File: src/rtl/muller_c_pkg.sv
// Shared types and constants for the Muller C-element sequencer.
package muller_c_pkg;

  typedef enum logic [2:0] {
    IDLE,
    GRANT,
    RISE,
    FALL,
    HOLD,
    DONE
  } state_e;

  localparam logic OP_CYCLE = 1'b0;
  localparam logic OP_HOLD  = 1'b1;

endpackage

File: src/rtl/mc_sync.sv
// Multi-flop synchronizer for the asynchronous C-element output.
module mc_sync #(
  parameter int unsigned STAGES = 2
) (
  input  logic i_clk,
  input  logic i_rst_n,
  input  logic i_d,
  output logic o_q
);

  logic [STAGES-1:0] r_sync;

  always_ff @(posedge i_clk or negedge i_rst_n) begin
    if (!i_rst_n) begin
      r_sync <= '0;
    end else begin
      r_sync <= {r_sync[STAGES-2:0], i_d};
    end
  end

  assign o_q = r_sync[STAGES-1];

endmodule

File: src/rtl/muller_c_seq_ctrl.sv
// Round-robin sequencer sharing one C-element test cell between NREQ requesters;
// runs a rise/fall cycle or a hold check and reports ack/err per operation.
module muller_c_seq_ctrl
  import muller_c_pkg::*;
#(
  parameter int unsigned NREQ        = 4,
  parameter int unsigned SYNC_STAGES = 2,
  parameter int unsigned TMO_W       = 8,
  parameter int unsigned HOLD_CYC    = 16
) (
  input  logic            i_clk,
  input  logic            i_rst_n,
  input  logic [NREQ-1:0] i_req,
  input  logic [NREQ-1:0] i_op,
  output logic [NREQ-1:0] o_ack,
  output logic            o_err,
  output logic            o_busy,
  output logic            o_fault,
  output logic            o_c_a,
  output logic            o_c_b,
  input  logic            i_c_out
);

  localparam int unsigned IDX_W = $clog2(NREQ);

  state_e            r_state;
  logic [IDX_W-1:0]  r_gnt;
  logic [IDX_W-1:0]  r_rr;
  logic              r_op;
  logic              r_err_q;
  logic [TMO_W-1:0]  r_cnt;
  logic [NREQ-1:0]   r_ack;
  logic              r_err;
  logic              r_busy;
  logic              r_fault;
  logic              r_c_a;
  logic              r_c_b;

  logic              w_c_sync;
  logic              w_tmo;
  logic [IDX_W-1:0]  w_pick;
  logic [IDX_W-1:0]  w_rr_next;
  logic [NREQ-1:0]   w_gnt_oh;

  // First set request at or after ptr, wrapping around.
  function automatic logic [IDX_W-1:0] rr_pick(input logic [NREQ-1:0] req,
                                               input logic [IDX_W-1:0] ptr);
    logic [IDX_W-1:0] pick;
    logic             found;
    int unsigned      idx;
    pick  = ptr;
    found = 1'b0;
    for (int unsigned i = 0; i < NREQ; i++) begin
      idx = (32'(ptr) + i) % NREQ;
      if (!found && req[idx]) begin
        pick  = IDX_W'(idx);
        found = 1'b1;
      end
    end
    return pick;
  endfunction

  mc_sync #(
    .STAGES(SYNC_STAGES)
  ) u_sync (
    .i_clk  (i_clk),
    .i_rst_n(i_rst_n),
    .i_d    (i_c_out),
    .o_q    (w_c_sync)
  );

  assign w_tmo     = &r_cnt;
  assign w_pick    = rr_pick(i_req, r_rr);
  assign w_rr_next = (r_gnt == IDX_W'(NREQ - 1)) ? '0 : r_gnt + 1'b1;
  assign w_gnt_oh  = {{(NREQ-1){1'b0}}, 1'b1} << r_gnt;

  always_ff @(posedge i_clk or negedge i_rst_n) begin
    if (!i_rst_n) begin
      r_state <= IDLE;
      r_gnt   <= '0;
      r_rr    <= '0;
      r_op    <= OP_CYCLE;
      r_err_q <= 1'b0;
      r_cnt   <= '0;
      r_ack   <= '0;
      r_err   <= 1'b0;
      r_busy  <= 1'b0;
      r_fault <= 1'b0;
      r_c_a   <= 1'b0;
      r_c_b   <= 1'b0;
    end else begin
      r_ack <= '0;
      r_err <= 1'b0;
      case (r_state)
        IDLE: begin
          if (|i_req) begin
            r_gnt   <= w_pick;
            r_op    <= i_op[w_pick];
            r_busy  <= 1'b1;
            r_state <= GRANT;
          end
        end
        GRANT: begin
          r_cnt <= '0;
          r_c_a <= 1'b1;
          if (r_op == OP_HOLD) begin
            r_c_b   <= 1'b0;
            r_state <= HOLD;
          end else begin
            r_c_b   <= 1'b1;
            r_state <= RISE;
          end
        end
        RISE: begin
          if (w_c_sync || w_tmo) begin
            if (!w_c_sync) r_err_q <= 1'b1;
            r_c_a   <= 1'b0;
            r_c_b   <= 1'b0;
            r_cnt   <= '0;
            r_state <= FALL;
          end else begin
            r_cnt <= r_cnt + 1'b1;
          end
        end
        FALL: begin
          if (!w_c_sync) begin
            r_ack   <= w_gnt_oh;
            r_err   <= r_err_q;
            r_state <= DONE;
          end else if (w_tmo) begin
            // Cell stuck high: report and latch the fault, but keep serving.
            r_ack   <= w_gnt_oh;
            r_err   <= 1'b1;
            r_err_q <= 1'b1;
            r_fault <= 1'b1;
            r_state <= DONE;
          end else begin
            r_cnt <= r_cnt + 1'b1;
          end
        end
        HOLD: begin
          if (w_c_sync) r_err_q <= 1'b1;
          if (r_cnt == TMO_W'(HOLD_CYC - 1)) begin
            r_c_a   <= 1'b0;
            r_c_b   <= 1'b0;
            r_cnt   <= '0;
            r_state <= FALL;
          end else begin
            r_cnt <= r_cnt + 1'b1;
          end
        end
        DONE: begin
          r_rr    <= w_rr_next;
          r_err_q <= 1'b0;
          r_busy  <= 1'b0;
          r_state <= IDLE;
        end
        default: r_state <= IDLE;
      endcase
    end
  end

  assign o_ack   = r_ack;
  assign o_err   = r_err;
  assign o_busy  = r_busy;
  assign o_fault = r_fault;
  assign o_c_a   = r_c_a;
  assign o_c_b   = r_c_b;

endmodule

File: config.mk
export PLATFORM = sky130hd
export DESIGN_NAME = muller_c_seq_ctrl
export DESIGN_NICKNAME = d
export VERILOG_FILES = /design/src/rtl/muller_c_pkg.sv /design/src/rtl/mc_sync.sv /design/src/rtl/muller_c_seq_ctrl.sv
export SDC_FILE = /design/constraint.sdc
export NUM_CORES = 1
export LEC_CHECK = 0
export BUFFER_PORTS_ARGS = -buffer_cell sky130_fd_sc_hd__buf_4
export CAP_MARGIN = 20
export CELL_PAD_IN_SITES_DETAIL_PLACEMENT = 1
export CELL_PAD_IN_SITES_GLOBAL_PLACEMENT = 1
export CORE_MARGIN = 10
export CORE_UTILIZATION = 44
export DETAILED_ROUTE_END_ITERATION = 7
export MAX_ROUTING_LAYER = met4
export PLACE_DENSITY_LB_ADDON = 0.1
export SLEW_MARGIN = 20
export SYNTH_ARGS = -nofsm -noshare
export SYNTH_HDL_FRONTEND = slang
export SYNTH_SLANG_ARGS = --single-unit
File: constraint.sdc
create_clock -name i_clk -period 2.4 [get_ports i_clk]
set_input_delay 0.72 -clock i_clk [delete_from_list [all_inputs] [get_ports i_clk]]
set_output_delay 0.72 -clock i_clk [all_outputs]
set_load 0.05 [all_outputs]
==> results.md, run 1 <==
* Outcome: finished clean
* Post-synthesis cell type count at 54
* Grt ovf at 0
* GRT Util Overall at 12.5%
* Die area at 0.00642 mm²
* Num rows at 21
* H-tree depth at 1
* Hold Buf Count CTS at 0
* Post-CTS setup buffers at 0
* Worst Tran Pin Value at 0.429 ns
* Ports at 20
* Post-synth EDFFs at 0
* Layout Nets at 196
* Power Density at 1090 mW/mm²
* Root Driver: clkbuf_4
* Final slew viol count at 0
* First-pass GRT wire length at 6280 µm
* CTS tree: yes
* Seq. cell area at 701 µm²
* Per-cell routed wire length at 16.5 µm
* Largest net degree at the start of global routing at 29
* Worst-path clk slew at 0.15 ns
* Slew headroom at 71.4%
* FF+latch count, synth at 28
* Commonest non-fill, non-tap cells in the layout: 28 x dfrtp_1, 21 x buf_4, 16 x nand2_1, 8 x nor2_1
* CTS Sinks at 28
* Final Hold Fails at 0
* Critical path capture point type: flop
* Mux cell area share after synthesis at 2.05%
* Clock latency on the worst-skew pair at 0.33 ns
* Routed Antenna Nets at 0
* Die Span X at 80.1 µm
* Vias in the first global route at 1290
* P_leak at 0.757 nW
* PortBufs at 19
* CP max FO at 7
* RSZ-0062 raised after global routing: false
* Simple-Gate Fraction of Synth Area at 19.4%
* Gpl congestion at 0.806
* Cells after synthesis at 158
* Mapped cell area at 0.00159 mm²
* FFs w/ async S/R, synth at 100%
* Mapped Avg Cell Area at 10.1 µm²
* Setup TNS at 0 ns
* Post-DP HPWL at 2890 µm
* Register area share after synthesis at 44.1%
* CTS max path bufs at 2
* Final core utilization at 52.6%
* Synth warnings at 0
* Hold Crit Class: input port to asynchronous set/reset pin
* Worst endpoint required time at 2.61 ns
* Adder and majority gate portion of the synthesized area at 3.94%
* Fmax at 480 MHz
* Crit path DAT at 2.30 ns
* Clock skew at 0.00324 ns
* Crit-path leading delay family: simple AND/OR/NAND/NOR gates
* Slowest CP cell: dfrtp_1
* Number of diodes at 0
* Synth Flop Type: dfrtp_1
* DR vias/cell at 5.71
* Worst VDD drop at 0.634 mV
* Via count at 1278
* Final count of negative-setup-slack endpoints at 0
* Fin cells at 224
* PostCTS Resize Cnt at 0
* Max cap viols at 0
* DRC viols at 0
* Starting Density at 46.5%
* Setup Crit Path Kind: flop to flop
* CP cell instances: ha_1, nand3_1, or2_0, o41a_1, buf_4, nor2_4, o211ai_1
* Compound-Gate Fraction of Synth Area at 25.7%
* Drt first pass iters at 4
* Area growth from synthesis to layout at 13.1%
* Die Span Y at 80.1 µm
* Inserted Clock Buffers at 3
* Synth Area in XOR/XNOR at 1.10%
* Commonest non-fill, non-tap cell in the layout: dfrtp_1
* Tcrit/Tclk final at 86.7%
* Worst Path Buf+Inv at 1
* Core area at 0.00342 mm²
* Dpl cells at 221
* Area of the multi-input gates at 830 µm²
* Share of layout cells above drive strength 1 at 23.0%
* Startpoint types: flop
* Fill cells at 401
* Critical path's largest stage delay at 0.43 ns
* Initial antenna violation count at 0
* Final WL at 3710 µm
* Drt first-iter violations at 67
* Min cycle time layout at 2.08 ns
* Net count after synthesis at 174
* Largest family of logic cells by synthesized area: compound AO/OA/AOI/OAI gates
-- area by class of cell --
class / instances / share of cell area (%)
inverters: 8 / 1.67
well taps: 46 / 3.20
multi-input cells: 118 / 46.1
clock buffers: 3 / 1.25
repair buffers: 21 / 8.77
flip-flops and latches: 28 / 39.0
-- worst register-to-register path: stages, from the launching register on --
cell and delay [ns]:
dfrtp_1 0.43, ha_1 0.25, nand3_1 0.12, or2_0 0.25
o41a_1 0.40, buf_4 0.21, nor2_4 0.19, o211ai_1 0.13
-- cells in the mapped netlist, types with 2 or more instances --
library cell | n | area share (%)
dfrtp_1 | 28 | 44
nand2_1 | 16 | 3.8
nor2_1 | 8 | 1.9
inv_1 | 7 | 1.7
o211ai_1 | 7 | 3.3
o21ai_0 | 7 | 2.2
nand3_1 | 6 | 1.9
o21ai_1 | 6 | 1.9
ha_1 | 5 | 3.9
nor3_1 | 5 | 1.6
and2_1 | 4 | 1.6
a21oi_1 | 3 | 0.94
a31oi_1 | 3 | 1.2
nor2b_1 | 3 | 1.2
o31ai_1 | 3 | 1.4
a31o_1 | 2 | 1.1
buf_2 | 2 | 0.63
mux2_1 | 2 | 1.4
nor2_4 | 2 | 1.4
o21a_1 | 2 | 0.94
o21ai_2 | 2 | 1.1
o21bai_1 | 2 | 0.94
xnor2_1 | 2 | 1.1
-- routing by layer --
| metal | vias up | global-route usage, % | part of all wire (%) |
|---|---|---|---|
| met3 | 4 | 3.45 | 4.4 |
| met1 | 623 | 14.8 | 47 |
| met5 | - | - | 0 |
| li1 | 623 | - | - |
| met4 | 0 | 3.17 | 0.73 |
| met2 | 28 | 20.4 | 48 |
-- report_power, final --
part | internal [mW] | switching (mW)
clock network | 0.0589 | 0.137
logic | 0.366 | 0.630
registers | 0.593 | 0.170
total | 1.02 | 0.936
-- stage by stage --
stage	area [µm²]	setup slack, ns	hold WS (ns)	power (mW)
global route	1800	0.117	0.257	2.12
detailed placement	1780	0.287	0.343	1.78
floorplan	1590	0.504	0.331	1.51
CTS	1800	0.298	0.273	1.98
finish	1800	0.318	0.278	1.95
global placement	1780	0.345	0.339	1.73
-- flip-flops by register name (all words and copies together) (netlist names) --
name,cells
o_c_a,1
r_gnt,2
r_op,1
r_state,3
r_cnt,8
u_sync.r_sync,2
o_c_b,1
o_err,1
o_ack,4
r_err_q,1
o_busy,1
r_rr,2
o_fault,1
-- kinds of logic (layout without fill, tap and decap cells) --
logic type      after synthesis  in the layout
simple gates                 56             56
compound gates               52             52
flops                        28             28
buf+inv                      12             32
fa+ha+maj                     5              5
mux                           3              3
xor+xnor                      2              2
-- path summary, 6_finish.rpt --
kind                             startpoint               end  slack (ns)  depth (start not counted)
max                                r_cnt[0]          r_cnt[6]        0.32                          7
min                                 i_rst_n          o_ack[2]        0.28                          1
max reg2reg                        r_cnt[0]          r_cnt[6]        0.32                          7
min reg2reg                u_sync.r_sync[0]  u_sync.r_sync[1]        0.37                          0
max in group asynchronous           i_rst_n              r_op        1.87                          1
min in group i_clk         u_sync.r_sync[0]  u_sync.r_sync[1]        0.37                          0
(Power assumes the default switching activity.)
==> run 2: changes to the inputs <==
--- a/config.mk
+++ b/config.mk
@@ -5,12 +5,13 @@
 export SDC_FILE = /design/constraint.sdc
 export NUM_CORES = 1
 export LEC_CHECK = 0
+export ABC_AREA = 1
 export BUFFER_PORTS_ARGS = -buffer_cell sky130_fd_sc_hd__buf_4
 export CAP_MARGIN = 20
 export CELL_PAD_IN_SITES_DETAIL_PLACEMENT = 1
 export CELL_PAD_IN_SITES_GLOBAL_PLACEMENT = 1
 export CORE_MARGIN = 10
-export CORE_UTILIZATION = 44
+export CORE_UTILIZATION = 42
 export DETAILED_ROUTE_END_ITERATION = 7
 export MAX_ROUTING_LAYER = met4
 export PLACE_DENSITY_LB_ADDON = 0.1
==> run 2 against run 1 <==
Effect of this change:
- combinational power grew 36%
- non-clock buffer count down 1
- largest cell class unchanged
- utilization down 3.2 points
- count of clock-buffer cells in the layout unchanged
- clock power increased by 91%
==> results.md, run 2 <==
* Outcome: finished clean
* RSZ-0062 raised after global routing: false
* Crit-path leading delay family: simple AND/OR/NAND/NOR gates
* Root Driver: clkbuf_8
* Gpl congestion at 0.774 (-4.0%)
* Mapped cell area at 0.00170 mm² (+7.2%)
* Worst slack, placed at 0.390 ns (+0.102 ns)
* Mapped Avg Cell Area at 7.67 µm² (-24%)
* Fill cells at 521 (+30%)
* Synth top cells by count: 58 x nand2_1, 28 x dfrtp_1, 24 x inv_1
* PostCTS Resize Cnt at 0 (unchanged)
* Post-synth EDFFs at 0 (unchanged)
* Largest net degree at the start of global routing at 29 (unchanged)
* RR Startpoint: r_rr[0]
* Met3 Track Usage GR at 1.56% (-1.9 points)
* Reg with most FFs: r_cnt
* DRC viols at 0 (unchanged)
* PortBufs at 19 (unchanged)
* Yosys top cell by area: dfrtp_1
* Area growth from synthesis to layout at 15.4%
* Area of the multi-input gates at 870 µm² (+4.8%)
* Startpoint types: flop
* Worst Tran Pin Value at 0.769 ns (+0.341 ns)
* CP dominant cell by count: nand2_1
* Die Span Y at 83.7 µm (+4.5%)
* Setup Crit Path Kind: flop to flop
* Power Density at 1250 mW/mm² (+15%)
* CP max FO at 10 (+3)
* Setup TNS at 0 ns (unchanged)
* Reg-to-reg slack, setup at 0.53 ns (+0.21 ns)
* CP cell instances: inv_6, nand2_2, nand2_1, nand2_1, nand2_2, nor2_8, nand3_4, nand2_1, nand2_1, nand2_1, nand2_1, nor2_1, nor2_1
* Met2 Use GR at 21.7% (+1.3 points)
* Layout Nets at 261 (+33%)
* Fmax at 535 MHz (+11%)
* Top cells by area, synth: dfrtp_1 41%, nand2_1 13%, inv_1 5.3%, nand2_2 5.1%, nor2_1 4.8%
* Num rows at 23 (+9.5%)
* Crit path DAT at 2.05 ns (-0.25 ns)
* Final Hold Fails at 0 (unchanged)
* Hold Buf Count CTS at 0 (unchanged)
* Seq. cell area at 701 µm² (unchanged)
* CTS max path bufs at 2 (unchanged)
* Net count after synthesis at 238 (+37%)
* Met1 global-route usage at 13.6% (-1.2 points)
* Clock latency on the worst-skew pair at 0.28 ns (-0.05 ns)
* Register area share after synthesis at 41.1% (-2.9 points)
* Hold Crit Class: input port to asynchronous set/reset pin
* FF+latch count, synth at 28 (unchanged)
* Core area at 0.00397 mm² (+16%)
* FFs w/ async S/R, synth at 100% (unchanged)
* Synth Flop Type: dfrtp_1
* P_leak at 1.01 nW (+33%)
* Final slew viol count at 0 (unchanged)
* Tcrit/Tclk final at 77.8% (-8.9 points)
* Inserted Clock Buffers at 3 (unchanged)
* Worst r2r dst: r_op
* H-tree depth at 1 (unchanged)
* Critical path capture point type: flop
* Share of layout cells above drive strength 1 at 22.5% (-0.49 points)
* Routed Antenna Nets at 0 (unchanged)
* Pwr Total at 2.45 mW (+25%)
* Commonest non-fill, non-tap cells in the layout: 58 x nand2_1, 28 x dfrtp_1, 24 x inv_1, 22 x nor2_1, 20 x buf_4
* Via count at 1487 (+16%)
* Worst endpoint required time at 2.58 ns (-0.03 ns)
* Final count of negative-setup-slack endpoints at 0 (unchanged)
* CTS Sinks at 28 (unchanged)
* Starting Density at 42.9% (-3.6 points)
* Worst Path Buf+Inv at 1 (unchanged)
* Vias in the first global route at 1575 (+22%)
* CTS tree: yes
* Drt first-iter violations at 50 (-25%)
* Number of diodes at 0 (unchanged)
* Slew headroom at 48.3% (-23 points)
* Min cycle time layout at 1.87 ns (-0.214 ns)
* Post-DP HPWL at 3140 µm (+8.6%)
* Cells after synthesis at 222 (+41%)
* Post-CTS setup buffers at 0 (unchanged)
* Most common cell in the netlist: nand2_1
* Top-area cell type share of the netlist area at 41.1% (-2.9 points)
* Initial antenna violation count at 0 (unchanged)
* DR vias/cell at 5.06 (-11%)
* Die Span X at 83.7 µm (+4.5%)
* Final setup margin at 0.532 ns (+0.214 ns)
* Synth warnings at 0 (unchanged)
* Worst-path clk slew at 0.09 ns (-0.06 ns)
* Final WL at 3910 µm (+5.6%)
* R2R depth at 13 (+6)
* Clock skew at 0.00318 ns (-0.0000684 ns)
* Critical path's largest stage delay at 0.66 ns (+0.23 ns)
* Commonest non-fill, non-tap cell in the layout: nand2_1
* Worst VDD drop at 0.603 mV (-5.0%)
* Worst hold margin at 0.333 ns (+0.0554 ns)
* Per-cell routed wire length at 13.3 µm (-20%)
* Die area at 0.00700 mm² (+9.1%)
* Max cap viols at 0 (unchanged)
* First-pass GRT wire length at 7220 µm (+15%)
* GRT Util Overall at 12.4% (-0.075 points)
* Max reg flops at 8 (unchanged)
* Ports at 20 (unchanged)
* Drt first pass iters at 4 (unchanged)
* Post-synthesis cell type count at 31 (-43%)
* Grt ovf at 0 (unchanged)
* Top Usage Layer GRT: met2
* Slowest CP cell: dfrtp_1
-- run 2: changes by cell type after synthesis, sizes merged, moves of 7 or more --
cell,change
nand2,+57
nand3,+9
a21oi,+8
o211ai,-7
inv,+20
nor2,+18
-- run 2: worst register-to-register path: cells and delay by family, from the launching register on --
| kind | cells | cell delay, ns |
|---|---|---|
| buffers and inverters | 1 | 0.10 |
| DFF | 1 | 0.66 |
| and+or+nand+nor | 12 | 1.01 |
-- run 2: routing by layer --
layer	vias to the layer above	part of all wire (%)
li1	756	-
met5	-	0
met3	5	2.3
met2	21	53
met4	0	1.9
met1	705	43
-- run 2: area by class of cell --
| cell class | instances | share of cell area (%) |
|---|---|---|
| timing repair buffer | 20 | 7.64 |
| inverter | 28 | 5.61 |
| tap | 50 | 3.18 |
| clock inverter | 1 | 1.53 |
| clock buffer | 3 | 2.10 |
| sequential | 28 | 35.7 |
| multi-input combinational | 164 | 44.3 |
-- run 2: through the flow --
stage                     utilization, %  cell area (µm²)  std cells
after detailed placement            47.7             1890        290
after global routing                49.5             1960        294
final                               49.5             1960        294
after CTS                           49.5             1960        294
after global placement              47.7             1890        290
after floorplan                        -             1700        222
-- run 2: report_power, final --
part	internal (mW)	total [mW]	switching [mW]
logic	0.436	1.35	0.910
registers	0.591	0.726	0.135
clock network	0.224	0.375	0.152
total	1.25	2.45	1.20
-- run 2: worst max path at each step --
| stage | startpoint | depth (start not counted) | slack (ns) | to |
|---|---|---|---|---|
| final | r_rr[0] | 13 | 0.53 | r_op |
| after global routing | r_cnt[0] | 9 | 0.30 | r_cnt[5] |
| after CTS | r_rr[0] | 13 | 0.50 | r_op |
| after detailed placement | i_req[0] | 7 | 0.39 | r_op |
| after global placement | i_req[0] | 7 | 0.38 | r_op |
| after floorplan | i_req[0] | 5 | 0.66 | r_op |
-- run 2: cells by family (layout without fill, tap and decap cells) --
logic type	count (synthesis)	after routing	synth area share, %
and+or+nand+nor	127	127	36.0
AOI/OAI and AO/OA	31	31	10.9
buffers and inverters	30	52	7.79
DFF	28	28	41.1
adders and majority gates	5	5	3.67
xor gates and xnor gates	1	1	0.514
